--- config.mk ---
export PLATFORM = sky130hd
export DESIGN_NAME = sign_ext4_flat
export DESIGN_NICKNAME = d
export VERILOG_FILES = /design/src/rtl/sign_ext4_if.sv /design/src/rtl/sign_ext4.sv /design/src/flat_wrapper.sv
export SDC_FILE = /design/constraint.sdc
export NUM_CORES = 1
export LEC_CHECK = 0
export ABC_AREA = 1
export CAP_MARGIN = 20
export CELL_PAD_IN_SITES_DETAIL_PLACEMENT = 0
export CELL_PAD_IN_SITES_GLOBAL_PLACEMENT = 1
export CORE_MARGIN = 4
export CORE_UTILIZATION = 21
export CTS_BUF_LIST = sky130_fd_sc_hd__clkbuf_2
export DETAILED_ROUTE_END_ITERATION = 8
export GPL_ROUTABILITY_DRIVEN = 0
export HOLD_SLACK_MARGIN = 0.08
export PLACE_DENSITY_LB_ADDON = 0.1
export SYNTH_ARGS = -nofsm -noshare
export SYNTH_HDL_FRONTEND = slang
export SYNTH_SLANG_ARGS = --single-unit
--- constraint.sdc ---
create_clock -name clk -period 1 [get_ports clk]
set_input_delay 0.15 -clock clk [delete_from_list [all_inputs] [get_ports clk]]
set_output_delay 0.15 -clock clk [all_outputs]
set_load 0.05 [all_outputs]
--- src/rtl/sign_ext4_if.sv ---
// sign_ext4_if -- operand/result bundle for the sign_ext4 extender.
//   in        : operand, IN_W bits (two's-complement when sign-extending)
//   in_valid  : qualifies in and sext_en on the rising clock edge
//   sext_en   : 1 = sign extension, 0 = zero extension
//   out       : registered extended result, OUT_W bits
//   out_valid : one-cycle pulse per accepted operand
// master drives the operand side; slave is the extender itself.
interface sign_ext4_if #(
  parameter int IN_W  = 4,
  parameter int OUT_W = 16
);
  logic [IN_W-1:0]  in;
  logic             in_valid;
  logic             sext_en;
  logic [OUT_W-1:0] out;
  logic             out_valid;

  modport master (
    output in,
    output in_valid,
    output sext_en,
    input  out,
    input  out_valid
  );

  modport slave (
    input  in,
    input  in_valid,
    input  sext_en,
    output out,
    output out_valid
  );
endinterface

--- src/rtl/sign_ext4.sv ---
// sign_ext4 -- registered sign/zero extender, one-cycle latency, no backpressure.
//   clk : rising-edge clock
//   rst : asynchronous active-high reset (clears out and out_valid)
//   bus : sign_ext4_if slave modport (in, in_valid, sext_en -> out, out_valid)
// The operand is widened combinationally and captured on every accepted edge;
// out holds its last value across idle cycles.
module sign_ext4 #(
  parameter int IN_W  = 4,
  parameter int OUT_W = 16
) (
  input  logic           clk,
  input  logic           rst,
  sign_ext4_if.slave     bus
);

  // Reject impossible width combinations while elaborating.
  if ((IN_W < 1) || (OUT_W < IN_W) || (OUT_W > 64)) begin : g_bad_params
    $error("sign_ext4: illegal parameters IN_W=%0d OUT_W=%0d", IN_W, OUT_W);
  end

  logic [OUT_W-1:0] ext_s;
  logic             fill_s;
  logic [OUT_W-1:0] out_r;
  logic             out_valid_r;

  // Fill bit is the operand MSB only when sign extension is selected.
  assign fill_s = bus.sext_en & bus.in[IN_W-1];

  // Upper bits exist only when the result is wider than the operand.
  if (OUT_W > IN_W) begin : g_widen
    assign ext_s = {{(OUT_W-IN_W){fill_s}}, bus.in};
  end else begin : g_same
    assign ext_s = bus.in;
  end

  // Output register: capture on accepted edges, hold otherwise.
  always_ff @(posedge clk or posedge rst) begin
    if (rst) begin
      out_r       <= {OUT_W{1'b0}};
      out_valid_r <= 1'b0;
    end else begin
      out_valid_r <= bus.in_valid;
      if (bus.in_valid) begin
        out_r <= ext_s;
      end else begin
        out_r <= out_r;
      end
    end
  end

  assign bus.out       = out_r;
  assign bus.out_valid = out_valid_r;

endmodule

--- src/flat_wrapper.sv ---
// flat-port wrapper written by rule: the top's interface ports become plain ports
module sign_ext4_flat 
#(
  parameter int IN_W  = 4,
  parameter int OUT_W = 16
)
  (clk, rst, bus_in, bus_in_valid, bus_sext_en, bus_out, bus_out_valid);
  sign_ext4_if #(.IN_W(IN_W), .OUT_W(OUT_W)) bus_i ();
  input  logic clk;
  input  logic rst;
  input wire logic [$bits(bus_i.in)-1:0] bus_in;
  input wire logic [$bits(bus_i.in_valid)-1:0] bus_in_valid;
  input wire logic [$bits(bus_i.sext_en)-1:0] bus_sext_en;
  output wire logic [$bits(bus_i.out)-1:0] bus_out;
  output wire logic [$bits(bus_i.out_valid)-1:0] bus_out_valid;
  assign bus_i.in = bus_in;
  assign bus_i.in_valid = bus_in_valid;
  assign bus_i.sext_en = bus_sext_en;
  assign bus_out = bus_i.out;
  assign bus_out_valid = bus_i.out_valid;
  sign_ext4 #(.IN_W(IN_W), .OUT_W(OUT_W)) u_core (.clk(clk), .rst(rst), .bus(bus_i));
endmodule
# --- Yosys cells after proc, flatten, opt, wreduce, memory -nomap -nowiden ---
# Index checks and enable logic that the tools add are counted.
totals:
  regBits: 6
  input_bits: 8
  elab_cells: 3
classes:
  bitwise: 1
ops:
  columns: ["operator", "count"]
  rows:
  - ["$and 1x1->1", 1]

# --- Depth between registers and ports, before layout ---
# Gate-level depths: netlist of the first run.
logic_depth:
  depth_word: 1
  mapped_depth: 3
  depth_no_buf: 3

# --- Worst setup path before layout of the first run ---
# OpenSTA, ideal clock, no wires.
synth_path:
  path_type: "register to output"
  startpoint: "register, netlist name u_core.bus.out[4]"
  endpoint: "output port bus_out[10]"
  arrival_time_ns: 1.084
  required_time_ns: 0.850
  path_slack_ns: -0.234
  stages_incl_launch_ff: 2
  path_buffers: 1
  path_cell_list: "dfrtp_1 buf_4"
synth_rtl:
  columns: ["element", "line_no", "rtl"]
  rows:
  - ["end: declaration", "flat_wrapper.sv:14", "output wire logic [$bits(bus_i.out)-1:0] bus_out;"]
# No word-level cell between the ends.

# --- Final worst setup path of the first run ---
layout_path:
  startpoint: "register, netlist name u_core.bus.out[4]"
  endpoint: "output port bus_out[5]"
# No word-level cell between the ends.

==> qor.yml, run 1 <==
die_h_um: 45.7
drc: 0
dieArea_um2: 2080
wl_per_cell_um: 10.8
hold_slack_ns: 0.141
path_clk_slew_ns: 0.07
grt_pass1_vias: 261
powerDensity_nw_per_um2: 1430
synth_flop_cell: "dfrtp_1"
num_antenna_cells: 0
yosysWarnings: 0
setup.worst_path.start_class: "register"
tightest_slew_ns: 0.227
drtIter0Drc: 6
cp_max_fo: 7
ios: 25
yosysTopAreaCell: "dfrtp_1"
switchingPower_mw: 0.381
leakagePower_nw: 0.337
p_seq_share_pct: 28.4
cp-end-kind: "output port"
design_area_um2: 702
firstDrtPassIters: 3
worst_skew_pair.late_latency_ns: 0.21
vias: 283
root_buffer: "clkbuf_2"
max_slew_margin_pct: 84.8
path_class: "register to output port"
htreeDepth: 1
multi_input_area_um2: 57.6
dpl-instance-area_um2: 656
row_count: 13
synthCells: 34
initial_utilization_pct: 22.6
async_flop_share_pct: 100
intPower_mw: 0.623
worstPathRequired_ns: 0.85
ir_drop_mv: 0.587
fin_worst_skew_ns: 0
cts_tree: "built"
ys_seq_area_share_pct: 50.4
post-route-util_pct: 53.3
seqCellArea_um2: 154
syn2layout_area_growth_pct: 136
violations: "setup timing"
synth-seq-cells: 6
drt-total-wl_um: 748
switching_share_pct: 37.9
numCtsBuffers: 3
nets: 63
finalMaxSlewViolations: 0
synth_common_cells: "nand2_1 (14), buf_4 (11), dfrtp_1 (6)"
status: "finished with violations"
synth_edf_count: 0
timing.final.crit_share_pct: 118
portBuffers: 24
rsz0062_at_grt: "true"
power.share.clock_pct: 19.2
core_um2: 1320
drive_gt1_share_pct: 48.1
yosys.cell_count.top_type: "nand2_1"
n_fill_cell: 113
hpwl_um: 633
synth_nets: 42
netlist_area_um2: 298
netlist_top_cells_area: "dfrtp_1 (50%), buf_4 (28%), nand2_1 (18%)"
overflow: 0
die_w_um: 45.7
ant_nets: 0
setup_viol: 12
synth_area_per_cell_um2: 8.76
setup_ws_ns: -0.176
crit_arrival_ns: 1.03
hold_class: "input pin to asynchronous set/reset pin"
antenna_found_initial: 0
cts_max_path_buffers: 2
vias_per_cell: 4.10
hold_viol: 0
grt_max_degree: 8
grt_pass1_wl_um: 1120
synth_cell_types: 6
power_frac_comb_pct: 52.3
min_period_ns: 1.18
maxCapViolations: 0
grtUsageTotal_pct: 7.94
synth_top_area_share_pct: 50.4
fmaxAchievable_ghz: 0.850
cts_sinks: 6
-- metrics by stage --
step / setup WS [ns] / TNS, ns / std cells / power [mW]
after detailed placement: -0.0484 / -0.190 / 63 / 0.799
after global placement: -0.0169 / -0.0490 / 63 / 0.794
final: -0.176 / -2.08 / 69 / 1.00
after floorplan: 0.0500 / 0 / 34 / 0.553
after global routing: -0.204 / -2.43 / 69 / 1.04
after CTS: -0.182 / -2.15 / 69 / 1.02
-- power groups by stage --
stage | combinational [mW] | clock (mW) | sequential, mW
CTS | 0.531 | 0.200 | 0.285
floorplan | 0.198 | 0 | 0.355
finish | 0.526 | 0.193 | 0.285
global placement | 0.478 | 0 | 0.316
global route | 0.543 | 0.210 | 0.287
detailed placement | 0.481 | 0 | 0.317
-- cells by family after synthesis --
group / synth area share, %
flip-flops: 50.4
buffers and inverters: 30.2
AND/OR/NAND/NOR: 19.3
-- critical path, stage by stage, from the launching register on --
cell and delay [ns]:
dfrtp_4 0.49, buf_8 0.16, buf_12 0.15
-- registers in the layout, indices dropped and copies added, names as in the netlist --
signal / flops
u_core.bus.out_valid: 1
u_core.bus.out: 5
-- path summary, 6_finish.rpt --
kind                              startpoint                end  slack (ns)  cells past startpoint
setup reg to reg           u_core.bus.out[4]  u_core.bus.out[4]        0.13                      3
hold reg to reg            u_core.bus.out[2]  u_core.bus.out[2]        0.54                      2
max in group asynchronous                rst  u_core.bus.out[4]        0.65                      2
min in group clk                   bus_in[0]  u_core.bus.out[0]        0.48                      3
setup / recovery           u_core.bus.out[4]         bus_out[5]       -0.18                      2
hold / removal                           rst  u_core.bus.out[4]        0.14                      2
-- cell usage in the layout (no fill, tap or decap) --
| cell type | count |
|---|---|
| buf_4 | 1 |
| inv_2 | 1 |
| clkdlybuf4s50_1 | 7 |
| buf_12 | 17 |
| buf_6 | 1 |
| inv_1 | 1 |
| dfrtp_1 | 5 |
| clkbuf_2 | 4 |
| nand2_1 | 14 |
| dfrtp_4 | 1 |
| nand3_1 | 1 |
| buf_8 | 1 |
-- repair_timing --
item                                   in CTS  in global routing
endpoints found under the hold margin       0                  0
setup endpoints to repair                  12                 12
setup buffers                               2                  0
pin swaps                                   0                  0
hold buffers                                0                  0
resized for setup                           3                  0
-- cell type report --
class                   instances  share of cell area, %
repair buffers                 27                   63.3
flip-flops and latches          6                   21.9
multi-input cells              15                   8.20
clock buffers                   4                   2.85
well taps                      15                   2.67
inverters                       2                   1.07
-- per-layer routing --
layer / wire length, um / vias up / GRT usage [%] / share of wire (%)
met5: 0 / - / 0 / 0
met4: 6 / 0 / 5.26 / 0.80
li1: - / 133 / - / -
met1: 237 / 131 / 6.95 / 32
met2: 428 / 17 / 14.2 / 57
met3: 75 / 2 / 3.56 / 10
(Power assumes the default switching activity.)
==> inputs of run 2 (changes only) <==
--- a/config.mk
+++ b/config.mk
@@ -19,3 +19,4 @@
 export SYNTH_ARGS = -nofsm -noshare
 export SYNTH_HDL_FRONTEND = slang
 export SYNTH_SLANG_ARGS = --single-unit
+export TNS_END_PERCENT = 50
==> results of run 2 <==
No change in the layout: final DEF, timing and power equal those of run 1.
==> inputs of run 3 (changes only) <==
--- a/config.mk
+++ b/config.mk
@@ -9,7 +9,7 @@
 export CAP_MARGIN = 20
 export CELL_PAD_IN_SITES_DETAIL_PLACEMENT = 0
 export CELL_PAD_IN_SITES_GLOBAL_PLACEMENT = 1
-export CORE_MARGIN = 4
+export CORE_MARGIN = 10
 export CORE_UTILIZATION = 21
 export CTS_BUF_LIST = sky130_fd_sc_hd__clkbuf_2
 export DETAILED_ROUTE_END_ITERATION = 8
==> qor.yml, run 3 (same netlist as run 1, synthesis figures left out) <==
drt-total-wl_um: 934  # +25%
root_buffer: "clkbuf_2"
row_count: 13  # unchanged
max_slew_margin_pct: 83.7  # -1.1 points
cts_sinks: 6  # unchanged
portBuffers: 24  # unchanged
cp_max_fo: 6  # -1
fin_worst_skew_ns: 0  # unchanged
status: "finished with violations"
htreeDepth: 1  # unchanged
grtUsageTotal_pct: 5.75  # -2.2 points
rsz0062_at_grt: "true"
ir_drop_mv: 0.554  # -5.7%
die_h_um: 57.7  # +26%
vias: 262  # -7.4%
min_period_ns: 1.18  # +0.00724 ns
post-route-util_pct: 53.6  # +0.28 points
design_area_um2: 706  # +0.53%
largest_register_ffs: 5  # unchanged
wl_per_cell_um: 13.3  # +23%
hold_viol: 0  # unchanged
grt_max_degree: 7  # -1
setup_viol: 12  # unchanged
path_clk_slew_ns: 0.08  # about the same
layout_common_cells: "buf_12 (17), nand2_1 (14), clkdlybuf4s50_1 (7)"
path_class: "register to output port"
timing.final.crit_share_pct: 118  # +0.72 points
powerDensity_nw_per_um2: 1450  # +1.3%
cts_hold_buf: 0  # unchanged
hpwl_um: 783  # +24%
overflow: 0  # unchanged
cts_max_path_buffers: 2  # unchanged
violations: "setup timing"
cp-end-kind: "output port"
dieArea_um2: 3320  # +59%
maxCapViolations: 0  # unchanged
worstPathRequired_ns: 0.85  # about the same
grt_pass1_vias: 303  # +16%
syn2layout_area_growth_pct: 137
crit_arrival_ns: 1.03  # about the same
setup.worst_path.start_class: "register"
antenna_found_initial: 0  # unchanged
fmaxAchievable_ghz: 0.845  # -0.61%
core_um2: 1320  # unchanged
cts_tree: "built"
numCtsBuffers: 3  # unchanged
power_mw: 1.02  # +1.8%
finalMaxSlewViolations: 0  # unchanged
multi_input_area_um2: 57.6  # unchanged
fin_tns_setup_ns: -2.15  # -0.0777 ns
grt_pass1_wl_um: 1500  # +35%
setup_ws_ns: -0.183  # -0.00725 ns
firstDrtPassIters: 4  # +1
leakagePower_nw: 0.341  # +1.2%
initial_utilization_pct: 22.6  # unchanged
tightest_slew_ns: 0.244  # +0.0169 ns
dpl-instance-area_um2: 656  # unchanged
seqCellArea_um2: 154  # unchanged
n_fill_cell: 103  # -8.8%
num_antenna_cells: 0  # unchanged
hold_class: "input pin to asynchronous set/reset pin"
final_common_cell: "buf_12"
die_w_um: 57.7  # +26%
nets: 64  # +1.6%
drtIter0Drc: 3  # -3
post-place-ws_ns: -0.0560  # -0.00757 ns
vias_per_cell: 3.74  # -8.7%
worst_skew_pair.late_latency_ns: 0.23  # +0.02 ns
ant_nets: 0  # unchanged
drc: 0  # unchanged
drive_gt1_share_pct: 49.1  # +0.94 points
ios: 25  # unchanged
run 3: cell types whose count changed in the layout (fill, tap and decap cells not counted):
cell	before	now
buf_4	1	2
buf_6	1	2
buf_8	1	0
run 3: timing repair:
item,4_1_cts,5_1_grt
cloned,0,0
endpoints found under the setup margin,12,14
setup buffers,3,0
endpoints found under the hold margin,0,0
resized for setup,2,0
run 3: power breakdown:
part           total, mW  switching (mW)  internal (mW)
Clock              0.206          0.0999          0.106
Sequential         0.285          0.0213          0.264
Combinational      0.530           0.276          0.254
Total               1.02           0.397          0.625
run 3: critical path, cell delays in order (launching register included):
cell,delay [ns]
dfrtp_4,0.49
buf_6,0.16
buf_12,0.15
run 3: path summary, 6_finish.rpt:
path | from | to | slack (ns) | cells past startpoint
max in group asynchronous | rst | u_core.bus.out[4] | 0.64 | 2
min in group clk | bus_in[2] | u_core.bus.out[2] | 0.46 | 3
worst min register to register | u_core.bus.out[1] | u_core.bus.out[1] | 0.54 | 2
worst max-delay path | u_core.bus.out[4] | bus_out[4] | -0.18 | 2
worst min-delay path | rst | u_core.bus.out[0] | 0.14 | 2
worst max register to register | u_core.bus.out[4] | u_core.bus.out[4] | 0.13 | 3
run 3: cell type report:
type | instances | share of cell area [%]
timing repair buffer | 28 | 63.5
sequential | 6 | 21.8
multi-input combinational | 15 | 8.16
clock buffer | 4 | 2.84
tap | 15 | 2.66
inverter | 2 | 1.06
run 3: stage by stage:
| step | hold WS, ns | std cells |
|---|---|---|
| 2_1_floorplan | -0.0590 | 34 |
| 3_3_place_gp | 0.386 | 63 |
| 3_5_place_dp | 0.388 | 63 |
| 4_1_cts | 0.128 | 70 |
| 5_1_grt | 0.137 | 70 |
| 6_report | 0.144 | 70 |
run 3: per-layer routing:
metal | global-route usage [%] | wire [um] | share of wire (%)
met2 | 9.66 | 476 | 51
met4 | 3.02 | 0 | 0
met5 | 0 | 0 | 0
met1 | 4.98 | 315 | 34
met3 | 4.14 | 142 | 15
